$ cat config.mk
export PLATFORM = sky130hd
export DESIGN_NAME = mat_result_packer_flat
export DESIGN_NICKNAME = d
export VERILOG_FILES = /design/src/rtl/mat_result_packer_if.sv /design/src/rtl/mat_result_packer.sv /design/src/flat_wrapper.sv
export SDC_FILE = /design/constraint.sdc
export NUM_CORES = 1
export LEC_CHECK = 0
export BUFFER_PORTS_ARGS = -buffer_cell sky130_fd_sc_hd__buf_4
export CAP_MARGIN = 30
export CORE_ASPECT_RATIO = 0.8
export CORE_MARGIN = 5
export CORE_UTILIZATION = 55
export DETAILED_ROUTE_END_ITERATION = 8
export PLACE_DENSITY_LB_ADDON = 0.08
export SLEW_MARGIN = 25
export SYNTH_ARGS = -nofsm -noshare
export SYNTH_HDL_FRONTEND = slang
export SYNTH_SLANG_ARGS = --single-unit
$ cat constraint.sdc
create_clock -name i_clk -period 2 [get_ports i_clk]
set_clock_uncertainty 0.1 [all_clocks]
set_input_delay 0.2 -clock i_clk [delete_from_list [all_inputs] [get_ports i_clk]]
set_output_delay 0.2 -clock i_clk [all_outputs]
set_load 0.005 [all_outputs]
$ cat src/rtl/mat_result_packer_if.sv
// -----------------------------------------------------------------------------
// mat_result_packer_if
// Bundles the element stream, the word-memory write port and the control and
// status lines of the result packer.
//   slave  modport : the packer itself
//   master modport : whoever feeds elements, grants writes and issues start
// Signals:
//   start      pulse that begins a matrix transfer (honoured only when idle)
//   base_addr  word address of C[0][0]
//   elem_valid / elem_data / elem_ready   byte stream, row-major
//   wr_en / wr_addr / wr_data / wr_be / wr_gnt   word write request and grant
//   busy       transfer in progress
//   done       single-cycle completion pulse
// -----------------------------------------------------------------------------
interface mat_result_packer_if #(
  parameter int ADDR_W = 8
);
  logic              start;
  logic [ADDR_W-1:0] base_addr;
  logic              elem_valid;
  logic [7:0]        elem_data;
  logic              elem_ready;
  logic              wr_en;
  logic [ADDR_W-1:0] wr_addr;
  logic [31:0]       wr_data;
  logic [3:0]        wr_be;
  logic              wr_gnt;
  logic              busy;
  logic              done;

  modport slave (
    input  start, base_addr, elem_valid, elem_data, wr_gnt,
    output elem_ready, wr_en, wr_addr, wr_data, wr_be, busy, done
  );

  modport master (
    output start, base_addr, elem_valid, elem_data, wr_gnt,
    input  elem_ready, wr_en, wr_addr, wr_data, wr_be, busy, done
  );
endinterface

$ cat src/rtl/mat_result_packer.sv
// -----------------------------------------------------------------------------
// mat_result_packer
// Packs a row-major stream of 8-bit result elements of an N x N matrix into
// 32-bit words, four lanes per word with lane 0 in bits [7:0]. Each row starts
// on a fresh word, so element (r,c) lands in word base + r*ceil(N/4) + c/4,
// lane c%4. The last word of a row is partial when N is not a multiple of 4;
// its unfilled lanes read as 0x00 and are excluded from the byte enables.
// Ports:
//   i_clk    system clock, rising edge
//   i_rst_n  asynchronous active-low reset
//   bus      mat_result_packer_if.slave (stream in, word writes out, status)
// -----------------------------------------------------------------------------
module mat_result_packer #(
  parameter int MAT_SIZE = 2,   // N, legal range 1..64
  parameter int ADDR_W   = 8
) (
  input  logic                i_clk,
  input  logic                i_rst_n,
  mat_result_packer_if.slave  bus
);

  // Counters are 7 bits so N = 64 fits with room for the compare constant.
  localparam int CNT_W = 7;
  localparam logic [CNT_W-1:0] LAST_IDX = CNT_W'(MAT_SIZE - 1);

  typedef enum logic [1:0] {
    S_IDLE    = 2'd0,
    S_COLLECT = 2'd1,
    S_WRITE   = 2'd2,
    S_DONE    = 2'd3
  } state_t;

  state_t            r_state;
  state_t            w_state_next;
  logic [CNT_W-1:0]  r_row;
  logic [CNT_W-1:0]  r_col;
  logic [3:0][7:0]   r_buf;
  logic [3:0]        r_mask;
  logic [ADDR_W-1:0] r_addr;
  logic              r_last;     // buffered word holds C[N-1][N-1]

  logic              w_accept;
  logic              w_grant;
  logic [1:0]        w_lane;
  logic              w_col_end;
  logic              w_row_end;
  logic              w_in_write;
  logic [31:0]       w_wr_data;

  assign w_lane     = r_col[1:0];
  assign w_col_end  = (r_col == LAST_IDX);
  assign w_row_end  = (r_row == LAST_IDX);
  assign w_in_write = (r_state == S_WRITE);
  assign w_accept   = (r_state == S_COLLECT) && bus.elem_valid;
  assign w_grant    = w_in_write && bus.wr_gnt;

  // ---------------------------------------------------------------------------
  // State register
  // ---------------------------------------------------------------------------
  always_ff @(posedge i_clk or negedge i_rst_n) begin
    if (!i_rst_n) begin
      r_state <= S_IDLE;
    end else begin
      r_state <= w_state_next;
    end
  end

  // ---------------------------------------------------------------------------
  // Next-state logic
  // ---------------------------------------------------------------------------
  always_comb begin
    w_state_next = r_state;
    unique case (r_state)
      S_IDLE: begin
        if (bus.start) begin
          w_state_next = S_COLLECT;
        end
      end
      S_COLLECT: begin
        // A word is flushed when its top lane fills or the row ends.
        if (w_accept && ((w_lane == 2'd3) || w_col_end)) begin
          w_state_next = S_WRITE;
        end
      end
      S_WRITE: begin
        if (bus.wr_gnt) begin
          w_state_next = r_last ? S_DONE : S_COLLECT;
        end
      end
      S_DONE: begin
        w_state_next = S_IDLE;
      end
      default: begin
        w_state_next = S_IDLE;
      end
    endcase
  end

  // ---------------------------------------------------------------------------
  // Datapath: counters, lane buffer, address
  // ---------------------------------------------------------------------------
  always_ff @(posedge i_clk or negedge i_rst_n) begin
    if (!i_rst_n) begin
      r_row  <= '0;
      r_col  <= '0;
      r_buf  <= '0;
      r_mask <= '0;
      r_addr <= '0;
      r_last <= 1'b0;
    end else begin
      unique case (r_state)
        S_IDLE: begin
          if (bus.start) begin
            r_addr <= bus.base_addr;
            r_row  <= '0;
            r_col  <= '0;
            r_buf  <= '0;
            r_mask <= '0;
            r_last <= 1'b0;
          end
        end
        S_COLLECT: begin
          if (w_accept) begin
            r_buf[w_lane]  <= bus.elem_data;
            r_mask[w_lane] <= 1'b1;
            r_last         <= w_row_end && w_col_end;
            if (w_col_end) begin
              r_col <= '0;
              r_row <= w_row_end ? '0 : r_row + 1'b1;
            end else begin
              r_col <= r_col + 1'b1;
            end
          end
        end
        S_WRITE: begin
          if (w_grant) begin
            // Address wraps silently modulo 2^ADDR_W.
            r_addr <= r_addr + 1'b1;
            r_buf  <= '0;
            r_mask <= '0;
          end
        end
        default: begin
        end
      endcase
    end
  end

  // ---------------------------------------------------------------------------
  // Write port: lanes outside the mask are forced to zero, and the whole port
  // reads as zero whenever no write is being requested.
  // ---------------------------------------------------------------------------
  genvar gi;
  generate
    for (gi = 0; gi < 4; gi++) begin : g_lane
      assign w_wr_data[gi*8 +: 8] = (w_in_write && r_mask[gi]) ? r_buf[gi] : 8'h00;
    end
  endgenerate

  assign bus.elem_ready = (r_state == S_COLLECT);
  assign bus.wr_en      = w_in_write;
  assign bus.wr_addr    = w_in_write ? r_addr : '0;
  assign bus.wr_data    = w_wr_data;
  assign bus.wr_be      = w_in_write ? r_mask : 4'h0;
  assign bus.busy       = (r_state != S_IDLE);
  assign bus.done       = (r_state == S_DONE);

endmodule

$ cat src/flat_wrapper.sv
// flat-port wrapper written by rule: the top's interface ports become plain ports
module mat_result_packer_flat 
#(
  parameter int MAT_SIZE = 2,                          
  parameter int ADDR_W   = 8
)
  (i_clk, i_rst_n, bus_start, bus_base_addr, bus_elem_valid, bus_elem_data, bus_wr_gnt, bus_elem_ready, bus_wr_en, bus_wr_addr, bus_wr_data, bus_wr_be, bus_busy, bus_done);
  mat_result_packer_if #(.ADDR_W(ADDR_W)) bus_i ();
  input  logic i_clk;
  input  logic i_rst_n;
  input wire logic [$bits(bus_i.start)-1:0] bus_start;
  input wire logic [$bits(bus_i.base_addr)-1:0] bus_base_addr;
  input wire logic [$bits(bus_i.elem_valid)-1:0] bus_elem_valid;
  input wire logic [$bits(bus_i.elem_data)-1:0] bus_elem_data;
  input wire logic [$bits(bus_i.wr_gnt)-1:0] bus_wr_gnt;
  output wire logic [$bits(bus_i.elem_ready)-1:0] bus_elem_ready;
  output wire logic [$bits(bus_i.wr_en)-1:0] bus_wr_en;
  output wire logic [$bits(bus_i.wr_addr)-1:0] bus_wr_addr;
  output wire logic [$bits(bus_i.wr_data)-1:0] bus_wr_data;
  output wire logic [$bits(bus_i.wr_be)-1:0] bus_wr_be;
  output wire logic [$bits(bus_i.busy)-1:0] bus_busy;
  output wire logic [$bits(bus_i.done)-1:0] bus_done;
  assign bus_i.start = bus_start;
  assign bus_i.base_addr = bus_base_addr;
  assign bus_i.elem_valid = bus_elem_valid;
  assign bus_i.elem_data = bus_elem_data;
  assign bus_i.wr_gnt = bus_wr_gnt;
  assign bus_elem_ready = bus_i.elem_ready;
  assign bus_wr_en = bus_i.wr_en;
  assign bus_wr_addr = bus_i.wr_addr;
  assign bus_wr_data = bus_i.wr_data;
  assign bus_wr_be = bus_i.wr_be;
  assign bus_busy = bus_i.busy;
  assign bus_done = bus_i.done;
  mat_result_packer #(.MAT_SIZE(MAT_SIZE), .ADDR_W(ADDR_W)) u_core (.i_clk(i_clk), .i_rst_n(i_rst_n), .bus(bus_i));
endmodule
==> flow_summary.yaml <==
detailed_routing:
  wl_per_cell_microns: 15.7
  drtPass1Iterations: 4
  viasPerCell: 5.51
  drcViolationCount: 0
  wl_microns: 7710
  antenna_left: 0
  drt_iter0_markers: 174
  dr_total_vias: 2711
synth:
  synth-main-ff-cell: "dfrtp_1"
  syn_inst: 339
  syn_nets: 367
  synth_compound_area_frac: 0.108
  synth_seq_cells: 61
  synth_area_sq_mm: 0.00333
  synthMuxAreaShare: 0.111
  ys_seq_area_frac: 0.459
  yosysTopAreaCell: "dfrtp_1"
  synth.most_common_cell: "dfrtp_1"
  synth_top_family_by_area: "simple AND/OR/NAND/NOR gates"
  ys_types: 48
  syn_area_per_cell_sq_um: 9.81
  synthDominantCellAreaShare: 0.459
  yosysWarnings: 0
  synth_fa_ha_area_frac: 0.0263
  synthTopCellsByCount: "61 x dfrtp_1, 51 x nand2_1, 37 x and3_1"
  synthSimpleGateAreaFrac: 0.238
  synthArstFlopShare: 1.00
  synth_xor_area_frac: 0.0132
  synth_edf_count: 0
  synth_area_leaders: "dfrtp_1 46%, mux2i_1 10%, and3_1 7.0%"
setup_path:
  worstSetupPathType: "register to primary output"
  cpMaxStageDelayCell: "dfrtp_2"
  setup.worst_path.start_class: "register"
  path_cells: "and2b_2 > buf_12 > and3_1 > buf_4"
  cp_slowest_stage_delay_ps: 440
  crit_arrival_ps: 1600
  worstPathMaxFanout: 31
  critPathRequiredTime_ps: 1700
  critPathTopFamily: "simple AND/OR/NAND/NOR gates"
  end_kind: "primary output"
  crit_buf_inv: 2
placed_design:
  placed_cells: 473
  hpwl_microns: 5360
  port-buffer-count: 68
  place_congestion: 0.815
global_routing:
  grt_antenna_before_repair: 0
  first_global_vias: 2575
  grt_max_degree: 63
  grt.total_usage: 0.202
  grt_overflow: 0
  grt_pass1_wl_microns: 12500
sta:
  finalCritPeriodShare: 0.949
  slew_headroom: 0.495
  maxSlewViolCount: 0
  tns_ps: 0
  hold_viol: 0
  rsz0062_at_grt: "false"
  worst_pin_slew_ps: 758
  period_minus_slack_ps: 1900
  final-setup-viol-count: 0
  max_freq_mhz: 527
  holdWs_ps: 52.3
clock_tree:
  cts.clk_slew.worst_paths_ps: 70
  htreeDepth: 3
  clockRootBuffer: "clkbuf_8"
  clock-sinks: 61
  cts_tree: "built"
  clock_latency_ps: 340
  ctsLongestPathBuffers: 2
  cts_made_buffers: 9
power_and_ir_drop:
  p_comb_frac: 0.389
  pwr-share-clk: 0.193
  p_int_mw: 2.92
  total_power_mw: 4.81
  p_per_area_mw_per_mm2: 1180
  p_sw_mw: 1.89
  peakVddDrop_mv: 0.657
  p_sw_frac: 0.393
  sequentialPowerShare: 0.418
  p_leak_nw: 2.04
floorplan:
  fp-row-count: 25
  core-area_sq_mm: 0.00588
  chipWidth_microns: 96.9
  die_height_microns: 79.6
  start_util: 0.566
  io_pins: 69
  die_area_sq_mm: 0.00771
layout:
  antenna_cells: 0
  post-route-util: 0.695
  final_cells: 492
  syn_to_final_growth_pct: 22.9
  final_nets: 434
  drive_gt1_frac: 0.265
job:
  cap_violations: 0
worst_hold_path:
  min_path_type: "primary input to register"
outcome:
  run_status: "finished, final reports clean"
## cell families (layout without fill, tap and decap cells)
group           after synthesis  count (layout)
simple gates                147             147
buf+inv                      27              99
flops                        61              61
fa+ha+maj                     7               7
mux                          36              36
compound gates               56              56
xor+xnor                      5               5
## sequential cells by signal, summed over array words and instances (netlist names)
signal          flops
u_core.r_buf       32
u_core.r_addr       8
u_core.r_col        7
u_core.r_row        7
u_core.r_mask       4
u_core.r_state      2
u_core.r_last       1
## worst register-to-register path, delay by kind of cell, from the launching register on
family | cells | cell delay (ps)
adder cells (fa/ha/maj) | 1 | 170
buffers and inverters | 1 | 110
AO/OA/AOI/OAI | 1 | 220
flip-flops | 1 | 420
multiplexers | 1 | 310
AND/OR/NAND/NOR | 2 | 430
## final timing paths
check	start	endpoint	slack (ps)	cells after the start
setup / recovery	u_core.r_state[0]	bus_wr_data[3]	100	4
hold / removal	bus_base_addr[1]	u_core.r_addr[1]	50	3
setup reg to reg	u_core.r_col[1]	u_core.r_row[1]	130	6
hold reg to reg	u_core.r_last	u_core.r_last	380	2
max in group asynchronous	i_rst_n	u_core.r_state[0]	890	2
min in group asynchronous	i_rst_n	u_core.r_buf[5]	370	2
## through the flow
| step | worst slack, ps | cell area (sq um) |
|---|---|---|
| 3_5_place_dp | 118 | 3880 |
| 3_3_place_gp | 215 | 3880 |
| 6_report | 102 | 4090 |
| 4_1_cts | 3.89 | 4060 |
| 2_1_floorplan | 238 | 3330 |
| 5_1_grt | 30.3 | 4090 |
## layout by cell type, fill, tap and decap left out, types with 2 or more instances in the layout
cell type	synthesis	layout
nand4b_1	2	2
dfrtp_1	61	60
and2_1	13	13
a31oi_1	8	8
buf_4	0	72
nor2_1	13	13
nand2b_1	2	2
mux2i_1	34	34
ha_1	7	7
o21ai_0	10	10
o21a_1	4	4
clkinvlp_4	0	3
nand2_1	51	51
a21o_1	3	3
nor3_1	3	3
clkbuf_8	0	9
xnor2_1	5	5
a21oi_1	14	14
nand3_1	7	7
and3_1	37	37
o22ai_1	5	5
clkinv_2	0	4
o21ai_1	3	3
nand4_1	3	3
nand3b_1	2	2
buf_12	0	2
inv_1	6	6
and2_4	4	4
## routing by layer
metal | GRT usage | part of all wire | vias to the layer above
li1 | - | - | 1326
met1 | 0.282 | 0.48 | 1310
met2 | 0.302 | 0.46 | 69
met3 | 0.0594 | 0.052 | 6
met4 | 0.0673 | 0.0080 | 0
met5 | 0 | 0 | -
## power groups by stage
stage          sequential (mW)  clock [mW]  combinational (mW)
2_1_floorplan             1.91           0                1.43
3_3_place_gp              2.02           0                1.77
3_5_place_dp              2.04           0                1.83
4_1_cts                   2.02       0.946                1.84
5_1_grt                   2.08        1.00                2.10
6_report                  2.01       0.930                1.87
## repair_timing
action	CTS	global route
buffers inserted	0	1
setup endpoints to repair	36	44
gates cloned	0	1
gates resized for setup	1	1
hold buffers	1	0
hold endpoints to repair	61	0
## cell type report
cell class              instances  area [sq um]
clock buffers                   9           124
clock inverters                 7          42.5
fillers                       478          1790
inverters                       7          26.3
multi-input cells             251          1650
flip-flops and latches         61          1530
well taps                      81           101
repair buffers                 76           616
No activity file was read; power rests on OpenSTA's default activity.
